===== src/rtl/fifo_arb_pkg.sv =====
// Shared arbiter state encoding and burst-counter sizing for fifo_push_arbiter.
// Burst counter holds 0..maxBurst inclusive, hence one bit beyond $clog2.
package fifo_arb_pkg;

  typedef enum logic [1:0] {
    IDLE   = 2'd0,
    ACTIVE = 2'd1,
    BURST  = 2'd2
  } arb_state_e;

  function automatic int burst_cnt_width(input int max_burst);
    return $clog2(max_burst) + 1;
  endfunction

endpackage


===== src/rtl/rr_priority_pick.sv =====
// Rotating-priority picker: first asserted request at or after start_idx wins.
// Purely combinational, no state; vld=0 when no request is asserted.
module rr_priority_pick #(
  parameter int N = 4
) (
  input  logic [N-1:0]         req,
  input  logic [$clog2(N)-1:0] start_idx,
  output logic [N-1:0]         gnt,
  output logic                 vld
);

  always_comb begin : pick
    int idx;
    gnt = '0;
    vld = 1'b0;
    idx = 0;
    for (int k = 0; k < N; k++) begin
      idx = int'(start_idx) + k;
      if (idx >= N) idx = idx - N;
      if (!vld && req[idx]) begin
        gnt[idx] = 1'b1;
        vld      = 1'b1;
      end
    end
  end

endmodule


===== src/rtl/fifo_push_arbiter.sv =====
// Round-robin arbiter sharing one FIFO push port; 0-cycle request-to-push, no push while fifoFull.
// FIFO_ARB_BURST_EN lets the last owner keep priority for up to maxBurst consecutive grants.
module fifo_push_arbiter
  import fifo_arb_pkg::*;
#(
  parameter int nrOfRequesters = 4,
  parameter int bitWidth       = 32,
  parameter int maxBurst       = 4
) (
  input  logic                               clock,
  input  logic                               reset,
  input  logic [nrOfRequesters-1:0]          request,
  input  logic [nrOfRequesters*bitWidth-1:0] requestData,
  input  logic                               fifoFull,
  output logic [nrOfRequesters-1:0]          grant,
  output logic                               push,
  output logic [bitWidth-1:0]                pushData,
  output logic [$clog2(nrOfRequesters)-1:0]  ownerId,
  output logic                               stalled
);

  localparam int IW = $clog2(nrOfRequesters);

  if (nrOfRequesters < 2 || nrOfRequesters > 16 || maxBurst < 1 || maxBurst > 16) begin : g_bad_cfg
    $error("fifo_push_arbiter: parameter out of range");
  end

  arb_state_e          state_q, state_d;
  logic [IW-1:0]       owner_q, owner_d;
  logic [IW-1:0]       owner_inc;
  logic [IW-1:0]       start_idx;
  logic [IW-1:0]       gnt_idx;
  logic [nrOfRequesters-1:0] pick_gnt;
  logic                pick_vld;

`ifdef FIFO_ARB_BURST_EN
  localparam int CW = burst_cnt_width(maxBurst);
  localparam logic [CW-1:0] CNT_MAX = CW'(maxBurst);

  logic [CW-1:0] burst_cnt_q, burst_cnt_d;
  logic          burst_hold;

  assign burst_hold = (state_q == BURST) && request[owner_q] && (burst_cnt_q < CNT_MAX);
  assign start_idx  = burst_hold ? owner_q : owner_inc;
`else
  assign start_idx  = owner_inc;
`endif

  assign owner_inc = (owner_q == IW'(nrOfRequesters - 1)) ? '0 : owner_q + 1'b1;

  rr_priority_pick #(.N(nrOfRequesters)) u_pick (
    .req       (request),
    .start_idx (start_idx),
    .gnt       (pick_gnt),
    .vld       (pick_vld)
  );

  // Outputs are gated by reset so they read zero the instant reset asserts.
  assign grant   = (reset && !fifoFull && pick_vld) ? pick_gnt : '0;
  assign push    = |grant;
  assign stalled = (|request) && fifoFull;
  assign ownerId = owner_q;

  always_comb begin
    pushData = '0;
    gnt_idx  = '0;
    for (int i = 0; i < nrOfRequesters; i++) begin
      if (grant[i]) begin
        pushData = pushData | requestData[i*bitWidth +: bitWidth];
        gnt_idx  = IW'(i);
      end
    end
  end

  always_comb begin
    state_d = state_q;
    owner_d = owner_q;
    if (push) begin
      owner_d = gnt_idx;
`ifdef FIFO_ARB_BURST_EN
      state_d = BURST;
`else
      state_d = ACTIVE;
`endif
    end else if (!(|request)) begin
      state_d = IDLE;
    end
  end

`ifdef FIFO_ARB_BURST_EN
  always_comb begin
    burst_cnt_d = burst_cnt_q;
    if (push) burst_cnt_d = burst_hold ? burst_cnt_q + 1'b1 : CW'(1);
  end

  always_ff @(posedge clock or negedge reset) begin
    if (!reset) burst_cnt_q <= '0;
    else        burst_cnt_q <= burst_cnt_d;
  end
`endif

  always_ff @(posedge clock or negedge reset) begin
    if (!reset) begin
      state_q <= IDLE;
      owner_q <= IW'(nrOfRequesters - 1);
    end else begin
      state_q <= state_d;
      owner_q <= owner_d;
    end
  end

endmodule


===== config.mk =====
export PLATFORM = sky130hd
export DESIGN_NAME = fifo_push_arbiter
export DESIGN_NICKNAME = d
export VERILOG_FILES = /design/src/rtl/fifo_arb_pkg.sv /design/src/rtl/rr_priority_pick.sv /design/src/rtl/fifo_push_arbiter.sv
export SDC_FILE = /design/constraint.sdc
export NUM_CORES = 1
export LEC_CHECK = 0
export ABC_AREA = 1
export CAP_MARGIN = 15
export CORE_ASPECT_RATIO = 0.8
export CORE_MARGIN = 4
export CORE_UTILIZATION = 37
export CTS_BUF_LIST = sky130_fd_sc_hd__clkbuf_8
export DETAILED_ROUTE_END_ITERATION = 8
export PLACE_DENSITY = 0.95
export SKIP_CTS_REPAIR_TIMING = 1
export SLEW_MARGIN = 20
export SYNTH_ARGS = -nofsm -noshare
export SYNTH_HDL_FRONTEND = slang
export SYNTH_HIERARCHICAL = 1
export SYNTH_SLANG_ARGS = --single-unit

===== constraint.sdc =====
create_clock -name clock -period 4.33 [get_ports clock]
set_input_delay 0.866 -clock clock [delete_from_list [all_inputs] [get_ports clock]]
set_output_delay 0.866 -clock clock [all_outputs]
set_load 0.005 [all_outputs]

== After elaboration in Yosys (flattened, before gate mapping) ==
Index checks and enable logic that the tools add are counted.
Storage, ports and cells
  latch bits: 0
  input port bits: 135
  output and inout port bits: 40
  logic and storage cells: 85
  ROM bits: 0
  memory bits (writable): 0
  memories kept: 0
  bits in registers: 2
Operators by class
  equality and inequality tests: 1
  div/mod/pow operators: 0
  reduce and logical (&&, ||, !) cells: 16
  bitwise logic cells: 6
  $mul: 0
  add/sub/neg operators: 8
  shifts and indexed selects: 0
  order comparisons: 12
  muxes and demuxes: 41
Operators with widths (count)
  two-way mux 32 bit: 8
  >= comparator 32 x 1 -> 1 bit, second input constant: 4
  less-than comparator 32 x 4 -> 1 bit, second input constant: 4
  >= comparator 32 x 4 -> 1 bit, second input constant: 3
  bitwise OR 32 bit: 3
  subtractor 32 x 4 -> 32 bit, second input constant: 3
  two-way mux 4 bit: 5
  two-way mux 1 bit: 17
  bitwise OR 4 bit: 3
  logical AND 1 bit: 10
  binary-select mux 1 bit (select 2 bit): 4
  demux 1 bit (select 2 bit): 4
  OR reduction 4 bit: 2
  adder 2 x 2 -> 3 bit, second input constant: 2
  two-way mux 2 bit: 3
  zero test 1 bit: 4
  subtractor 2 x 3 -> 4 bit, second input constant: 1
  adder 2 x 1 -> 3 bit, second input constant: 1
  >= comparator 2 x 3 -> 1 bit, second input constant: 1
  adder 2 x 1 -> 2 bit, second input constant: 1
  == test 2 bit, second input constant: 1

== Longest topological paths before layout ==
Gate-level depths: netlist of the first run.
  word-level depth: 26
  mapped depth: 18
  depth with buffers taken out: 16

== Modules after synthesis ==
The synthesis of the first run kept the hierarchy.
By module, submodules not included
  fifo_push_arbiter: cells an instance 344, instances 1, seq. area each 52.6 um^2, area an instance 2018.2 um^2
  rr_priority_pick: cells an instance 78, instances 1, seq. area each 0.0 um^2, area an instance 444.2 um^2

== Least setup slack after synthesis of the first run ==
No wires, ideal clock.
  path kind: register -> output
  from: register owner_q[0], in the netlist ownerId[0]
  to: output pushData[10]
  data arrival time: 2807 ps
  path buffers: 2
  stages on the path, launching flop included: 18
  data required time: 3464 ps
  slack: 657 ps
  cells stage by stage: dfstp_2 -> ha_1 -> nor2_1 -> inv_2 -> ha_1 -> inv_1 -> nand3_1 -> nand2_1 -> nand2_2 -> nor2_4 -> nand3_1 -> nand2_1 -> buf_2 -> clkbuf_1 -> nand3_1 -> nand2_1 -> inv_1 -> nand2_1
RTL lines
  start, declared: line fifo_push_arbiter.sv:29  | logic [IW-1:0] owner_q, owner_d;
  start signal, assigned: line fifo_push_arbiter.sv:105  | owner_q <= IW'(nrOfRequesters - 1);
  start signal, assigned: line fifo_push_arbiter.sv:108  | owner_q <= owner_d;
  adder 2 x 1 -> 2 bit or == test 2 bit (tied branches): line fifo_push_arbiter.sv:49  | assign owner_inc = (owner_q == IW'(nrOfRequesters - 1)) ? '0 : owner_q + 1'b1;
  two-way mux 2 bit (*): line fifo_push_arbiter.sv:49
  net owner_inc[0]: line fifo_push_arbiter.sv:30  | logic [IW-1:0] owner_inc;
  branches (longest 14 deep; another with subtractor 32 x 4 -> 32 bit)
  two-way mux 4 bit (*): line rr_priority_pick.sv:20  | if (!vld && req[idx]) begin
  net pick_gnt[2]: line fifo_push_arbiter.sv:33  | logic [nrOfRequesters-1:0] pick_gnt;
  two-way mux 4 bit (*): line fifo_push_arbiter.sv:59  | assign grant = (reset && !fifoFull && pick_vld) ? pick_gnt : '0;
  two-way mux 32 bit (*): line fifo_push_arbiter.sv:68  | if (grant[i]) begin
  bitwise OR 32 bit: line fifo_push_arbiter.sv:69  | pushData = pushData | requestData[i*bitWidth +: bitWidth];
  two-way mux 32 bit (*): line fifo_push_arbiter.sv:68
  end, declared: line fifo_push_arbiter.sv:17  | output logic [bitWidth-1:0] pushData,
Mark *: on every way through the listed nets, which the timed path passes. The select of a mux whose other input is x is not followed.

== Final worst setup path of the first run ==
  from: input request[0]
  to: output pushData[15]
Between the ends
  longest elaborated chain between the ends: 22
Ends and longest elaborated chain
  start, declared: line fifo_push_arbiter.sv:12  | input logic [nrOfRequesters-1:0] request,
  binary-select mux 1 bit (select 2 bit): line rr_priority_pick.sv:20
  two-way mux 1 bit (implied by the code) (2 in a row): line rr_priority_pick.sv:20
  two-way mux 1 bit: line rr_priority_pick.sv:20
  zero test 1 bit: line rr_priority_pick.sv:20
  logical AND 1 bit: line rr_priority_pick.sv:20
  two-way mux 1 bit: line rr_priority_pick.sv:20
  zero test 1 bit: line rr_priority_pick.sv:20
  logical AND 1 bit: line rr_priority_pick.sv:20
  (+4 left out)
  net pick_vld: line fifo_push_arbiter.sv:34  | logic pick_vld;
  (+1 left out)
  two-way mux 4 bit (*): line fifo_push_arbiter.sv:59
  two-way mux 32 bit: line fifo_push_arbiter.sv:68
  bitwise OR 32 bit: line fifo_push_arbiter.sv:69
  two-way mux 32 bit: line fifo_push_arbiter.sv:68
  bitwise OR 32 bit: line fifo_push_arbiter.sv:69
  two-way mux 32 bit: line fifo_push_arbiter.sv:68
  bitwise OR 32 bit: line fifo_push_arbiter.sv:69
  two-way mux 32 bit (*): line fifo_push_arbiter.sv:68
The timed path passes the listed nets; every way through them passes the cells marked *. The select of a mux whose other input is x is not followed.

==> impl_metrics.yaml, run 1 <==
status:
  status: "finished, final reports clean"
floorplanning:
  core_um2: 6410
  die-area_um2: 8030
  initial_core_util_pct: 38.4
  die_y_um: 81.0
  io_pins: 175
  dieWidth_um: 99.2
  rows: 26
yosys:
  syn-cell-area_um2: 2460
  synth_cell_types: 23
  syn_area_per_cell_um2: 5.83
  synth-compound-area-share_pct: 0.915
  synth_top_family_by_area: "simple AND/OR/NAND/NOR gates"
  synth-seq-cells: 2
  synth_xor_area_share_pct: 0
  synth_top_area_share_pct: 26.4
  netlist_instances: 422
  synthSimpleGateAreaFrac_pct: 69.0
  synth_area_leader_cell: "nand3_2"
  synthAdderAreaFrac_pct: 4.57
  ys_warn_count: 6
  synth_seq_area_share_pct: 2.13
  synth_area_leaders: "nand3_2, nand2_1, nand3_1"
  syn_nets: 566
  synth_mux_area_share_pct: 0
setup_path:
  cpPeakStageDelay_ns: 0.53
  crit_path_end_kind: "output port"
  start_kind: "primary input"
  regToRegSetupSlack_ns: 1.67
  worstSetupPathType: "primary input to output port"
  crit_arrival_ns: 3.34
  cpMaxStageDelayCell: "clkdlybuf4s50_1"
  path_common_cell: "nand2_1"
  worstPathMaxFanout: 22
  crit_chain: "clkdlybuf4s50_1 -> nand2_1 -> nand3_1 -> nand2_1 -> nand2_2 -> nor2_4 -> nand2_1 -> nand2_2 -> nor2_4 -> buf_12 -> buf_12 -> nand3_1 -> nand2_1 -> inv_1 -> nand2_1 -> clkdlybuf4s50_1"
  required_ns: 3.46
timing:
  hold_viol: 0
  drv_slew: 0
  max_freq_mhz: 238
  worstMarginPinSlew_ns: 0.274
  final.period_utilization_pct: 97.1
  setup_viol: 0
  hold_ws_ns: 0.489
  relSlewSlack_pct: 81.7
  period_minus_slack_ns: 4.21
  fin_worst_skew_ns: 0.00329
  fin_ws_ns: 0.125
placed_design:
  globalplace.congestion: 0.925
  placed_area_um2: 4280
  post-place-ws_ns: 0.0733
  dp_hpwl_mm: 7.61
  io_buffers: 174
  placedCellCount: 666
clocking:
  clockBufferDepth: 2
  cts_tree: "done"
  clock_latency_ns: 0.21
  clock-sinks: 2
  cts_root_buffer: "clkbuf_8"
  htree_levels: 1
  cts_buffers: 3
  clkTransAtPathRegs_ns: 0.03
layout:
  multi_input_area_um2: 1860
  fin_area_um2: 4440
  n_antenna_cell: 0
  final_cell_mix: "clkdlybuf4s50_1, nand2_1, nand3_1, inv_1, nand3_2"
  synthToLayoutAreaGrowth_pct: 80.3
  register_area_um2: 52.6
  fin_cells: 676
  final_core_util_pct: 69.3
  nets: 738
  largest_reg_flops: 2
  final_common_cell: "clkdlybuf4s50_1"
  nFillCells: 506
  drive_gt1_share_pct: 18.4
grt:
  use_met1_pct: 23.1
  grt_pass1_vias: 3205
  overflow: 0
  met2_usage_pct: 43.5
  antenna_found_initial: 0
  grt_busiest_layer: "met2"
  grt_start_max_net_pins: 35
  grt_usage_pct: 21.8
  grt_pass1_wl_mm: 14.4
  use_met3_pct: 3.43
drt:
  vias: 3301
  ant_nets: 0
  avgViaCountPerCell: 4.88
  route.detailed.drc: 0
  dr.first_iter.drc_count: 107
  drt_pass1_iterations: 5
  totalWireLength_mm: 9.70
  wire_per_inst_um: 14.3
hold_path:
  hp-class: "flop to flop"
power_and_ir_drop:
  ir_worst_vdd_v: 0.000642
  powerDensity_nw_per_um2: 759
  leakage_uw: 0.00205
job:
  drv_cap: 0
==> logic make-up (layout without fill, tap and decap cells) <==
| family | after synthesis | after routing |
|---|---|---|
| adders and majority gates | 9 | 9 |
| and+or+nand+nor | 299 | 299 |
| AOI/OAI and AO/OA | 4 | 4 |
| buffers and inverters | 108 | 278 |
| DFF | 2 | 2 |
==> worst max-delay path: cells and delay by family <==
| kind | cells | cell delay [ns] |
|---|---|---|
| buffers and inverters | 5 | 1.44 |
| and+or+nand+nor | 11 | 1.03 |
==> Yosys cell counts <==
cell / number
a21oi_1: 1
buf_12: 7
buf_2: 10
buf_4: 7
buf_6: 1
buf_8: 1
clkbuf_1: 4
dfstp_2: 2
ha_1: 9
inv_1: 77
inv_2: 1
nand2_1: 128
nand2_2: 4
nand2_4: 1
nand3_1: 82
nand3_2: 65
nand3_4: 2
nand4_1: 1
nor2_1: 13
nor2_4: 2
nor3b_1: 1
o21a_1: 1
o21ai_1: 2
==> path summary, 6_finish.rpt <==
check,startpoint,to,cells after the start
setup / recovery,request[0],pushData[15],16
hold / removal,ownerId[1],ownerId[1],2
setup reg to reg,ownerId[0],ownerId[0],16
hold reg to reg,ownerId[1],ownerId[1],2
max in group asynchronous,reset,ownerId[0],1
min in group asynchronous,reset,ownerId[1],1
==> per-layer routing <==
layer | vias up | part of all wire, % | routed length, um
li1 | 1664 | - | -
met1 | 1466 | 39 | 3780
met2 | 153 | 52 | 5040
met3 | 18 | 6.8 | 658
met4 | 0 | 2.2 | 217
met5 | - | 0 | 0
==> where the power goes <==
| part | total [uW] | leakage [uW] | internal, uW | switching (uW) |
|---|---|---|---|---|
| clock network | 73.2 | 0.0000216 | 58.8 | 14.4 |
| logic | 3250 | 0.00201 | 1430 | 1820 |
| registers | 49.7 | 0.0000210 | 37.1 | 12.6 |
==> metrics by stage <==
stage,total power (uW),TNS (ns)
3_5_place_dp,3190,0
5_1_grt,3660,-0.121
3_3_place_gp,3100,0
6_report,3370,0
4_1_cts,3270,-0.0810
2_1_floorplan,1910,0
==> layout make-up <==
| type | instances | area share [%] |
|---|---|---|
| sequential | 2 | 1.18 |
| multi-input combinational | 312 | 41.8 |
| timing repair buffer | 197 | 47.1 |
| clock buffer | 3 | 0.930 |
| inverter | 78 | 6.59 |
| tap | 84 | 2.37 |
(Power assumes the default switching activity.)
==> run 2: changes to the inputs <==
--- a/config.mk
+++ b/config.mk
@@ -8,4 +8,4 @@
 export ABC_AREA = 1
-export CAP_MARGIN = 15
-export CORE_ASPECT_RATIO = 0.8
+export CAP_MARGIN = 20
+export CORE_ASPECT_RATIO = 0.5
 export CORE_MARGIN = 4
--- a/constraint.sdc
+++ b/constraint.sdc
@@ -3,2 +3,2 @@
 set_output_delay 0.866 -clock clock [all_outputs]
-set_load 0.005 [all_outputs]
+set_load 0.1 [all_outputs]
==> impl_metrics.yaml, run 2 (same netlist as run 1, synthesis figures left out) <==
status:
  status: "finished, final reports clean"
drt:
  avgViaCountPerCell: 4.90
  totalWireLength_mm: 10.2
  route.met3.wl_um: 358
  wire_per_inst_um: 15.2
  ant_nets: 0
  wl_met2_mm: 5.57
  vias: 3283
  highest_layer: "met4"
  met1_length_mm: 3.92
  dr.first_iter.drc_count: 238
  route.detailed.drc: 0
  drt_pass1_iterations: 4
layout:
  n_antenna_cell: 0
  synthToLayoutAreaGrowth_pct: 92.3
  final_cell_mix: "clkdlybuf4s50_1, nand2_1, nand3_1, inv_1, nand3_2"
  final_common_cell: "clkdlybuf4s50_1"
  drive_gt1_share_pct: 28.5
  largest_reg_flops: 2
  nets: 728
  fin_cells: 670
clocking:
  cts_tree: "done"
  clockBufferDepth: 2
  clock-sinks: 2
  clock_latency_ns: 0.21
  cts_root_buffer: "clkbuf_8"
  clkTransAtPathRegs_ns: 0.03
  cts_buffers: 3
  htree_levels: 1
timing:
  fin_worst_skew_ns: 0.00219
  drv_slew: 0
  final.period_utilization_pct: 97.3
  period_minus_slack_ns: 4.22
  relSlewSlack_pct: 34.0
  worstMarginPinSlew_ns: 0.988
  max_freq_mhz: 237
  hold_viol: 0
  fin_setup_tns_ns: 0
  setup_viol: 0
setup_path:
  reg2reg_depth: 14
  crit_path_end_kind: "output port"
  required_ns: 3.46
  crit_arrival_ns: 3.35
  crit_path_end: "pushData[19]"
  r2r-start: "ownerId[0]"
  worstSetupPathType: "flop to output port"
  cp-startpoint: "ownerId[0]"
  path_common_cell: "inv_1"
  worstPathMaxFanout: 36
  crit_chain: "ha_2 -> clkinvlp_4 -> ha_1 -> inv_1 -> nand3_1 -> o21a_1 -> inv_1 -> nand2_1 -> nand2_2 -> nor2_4 -> buf_12 -> nand3_1 -> nand2_1 -> inv_1 -> nand2_2 -> buf_12"
  cpPeakStageDelay_ns: 0.55
  start_kind: "flop"
  cpMaxStageDelayCell: "dfstp_2"
  regToRegSetupSlack_ns: 1.38
  r2r-end: "ownerId[1]"
grt:
  antenna_found_initial: 0
  grt_pass1_vias: 3136
  grt_start_max_net_pins: 73
  overflow: 0
  grt_usage_pct: 22.4
  grt_pass1_wl_mm: 14.6
floorplanning:
  initial_core_util_pct: 39.4
  die-area_um2: 8100
  rows: 20
  io_pins: 175
  dieWidth_um: 123
  core_um2: 6260
  die_y_um: 65.7
placed_design:
  globalplace.congestion: 0.888
  io_buffers: 174
  dp_hpwl_mm: 7.74
  placedCellCount: 663
hold_path:
  hp-class: "flop to flop"
job:
  drv_cap: 0
-- run 2: how the worst min path moves through the flow --
stage,from,endpoint,depth (start not counted)
floorplan,ownerId[1],ownerId[1],2
global placement,ownerId[1],ownerId[1],2
detailed placement,ownerId[1],ownerId[1],2
CTS,ownerId[1],ownerId[1],2
global route,ownerId[1],ownerId[1],2
finish,ownerId[1],ownerId[1],2
-- run 2: per-stage QoR --
step                hold WS [ns]  util [%]  area (um2)  setup WS, ns
global route               0.516      75.7        4740       -0.0873
finish                     0.511      75.7        4740         0.115
global placement           0.475      73.8        4620         0.437
CTS                        0.507      74.5        4660        0.0910
floorplan                  0.695         -        2550        0.0645
detailed placement         0.502      73.8        4620         0.324
-- run 2: worst max-delay path, delay by kind of cell (launching register included) --
family | cells | cell delay, ns
AOI/OAI and AO/OA | 1 | 0.23
adders and majority gates | 2 | 0.64
buffers and inverters | 6 | 0.80
DFF | 1 | 0.55
and+or+nand+nor | 7 | 0.91
-- run 2: routing by layer --
metal | track usage, % | vias to the layer above
met1 | 23.9 | 1511
met2 | 45.6 | 102
met5 | 0 | -
met4 | 8.28 | 0
met3 | 1.81 | 28
li1 | - | 1642
-- run 2: cell type report --
type,instances,area (um2)
fill,459,1520
multi-input combinational,312,1930
clock buffer,3,41.3
sequential,2,52.6
inverter,78,297
timing repair buffer,187,2310
tap,88,110
Power of run 2 is not shown: default switching activity piles up to over one toggle a cycle in this logic, so the estimate is an artifact.
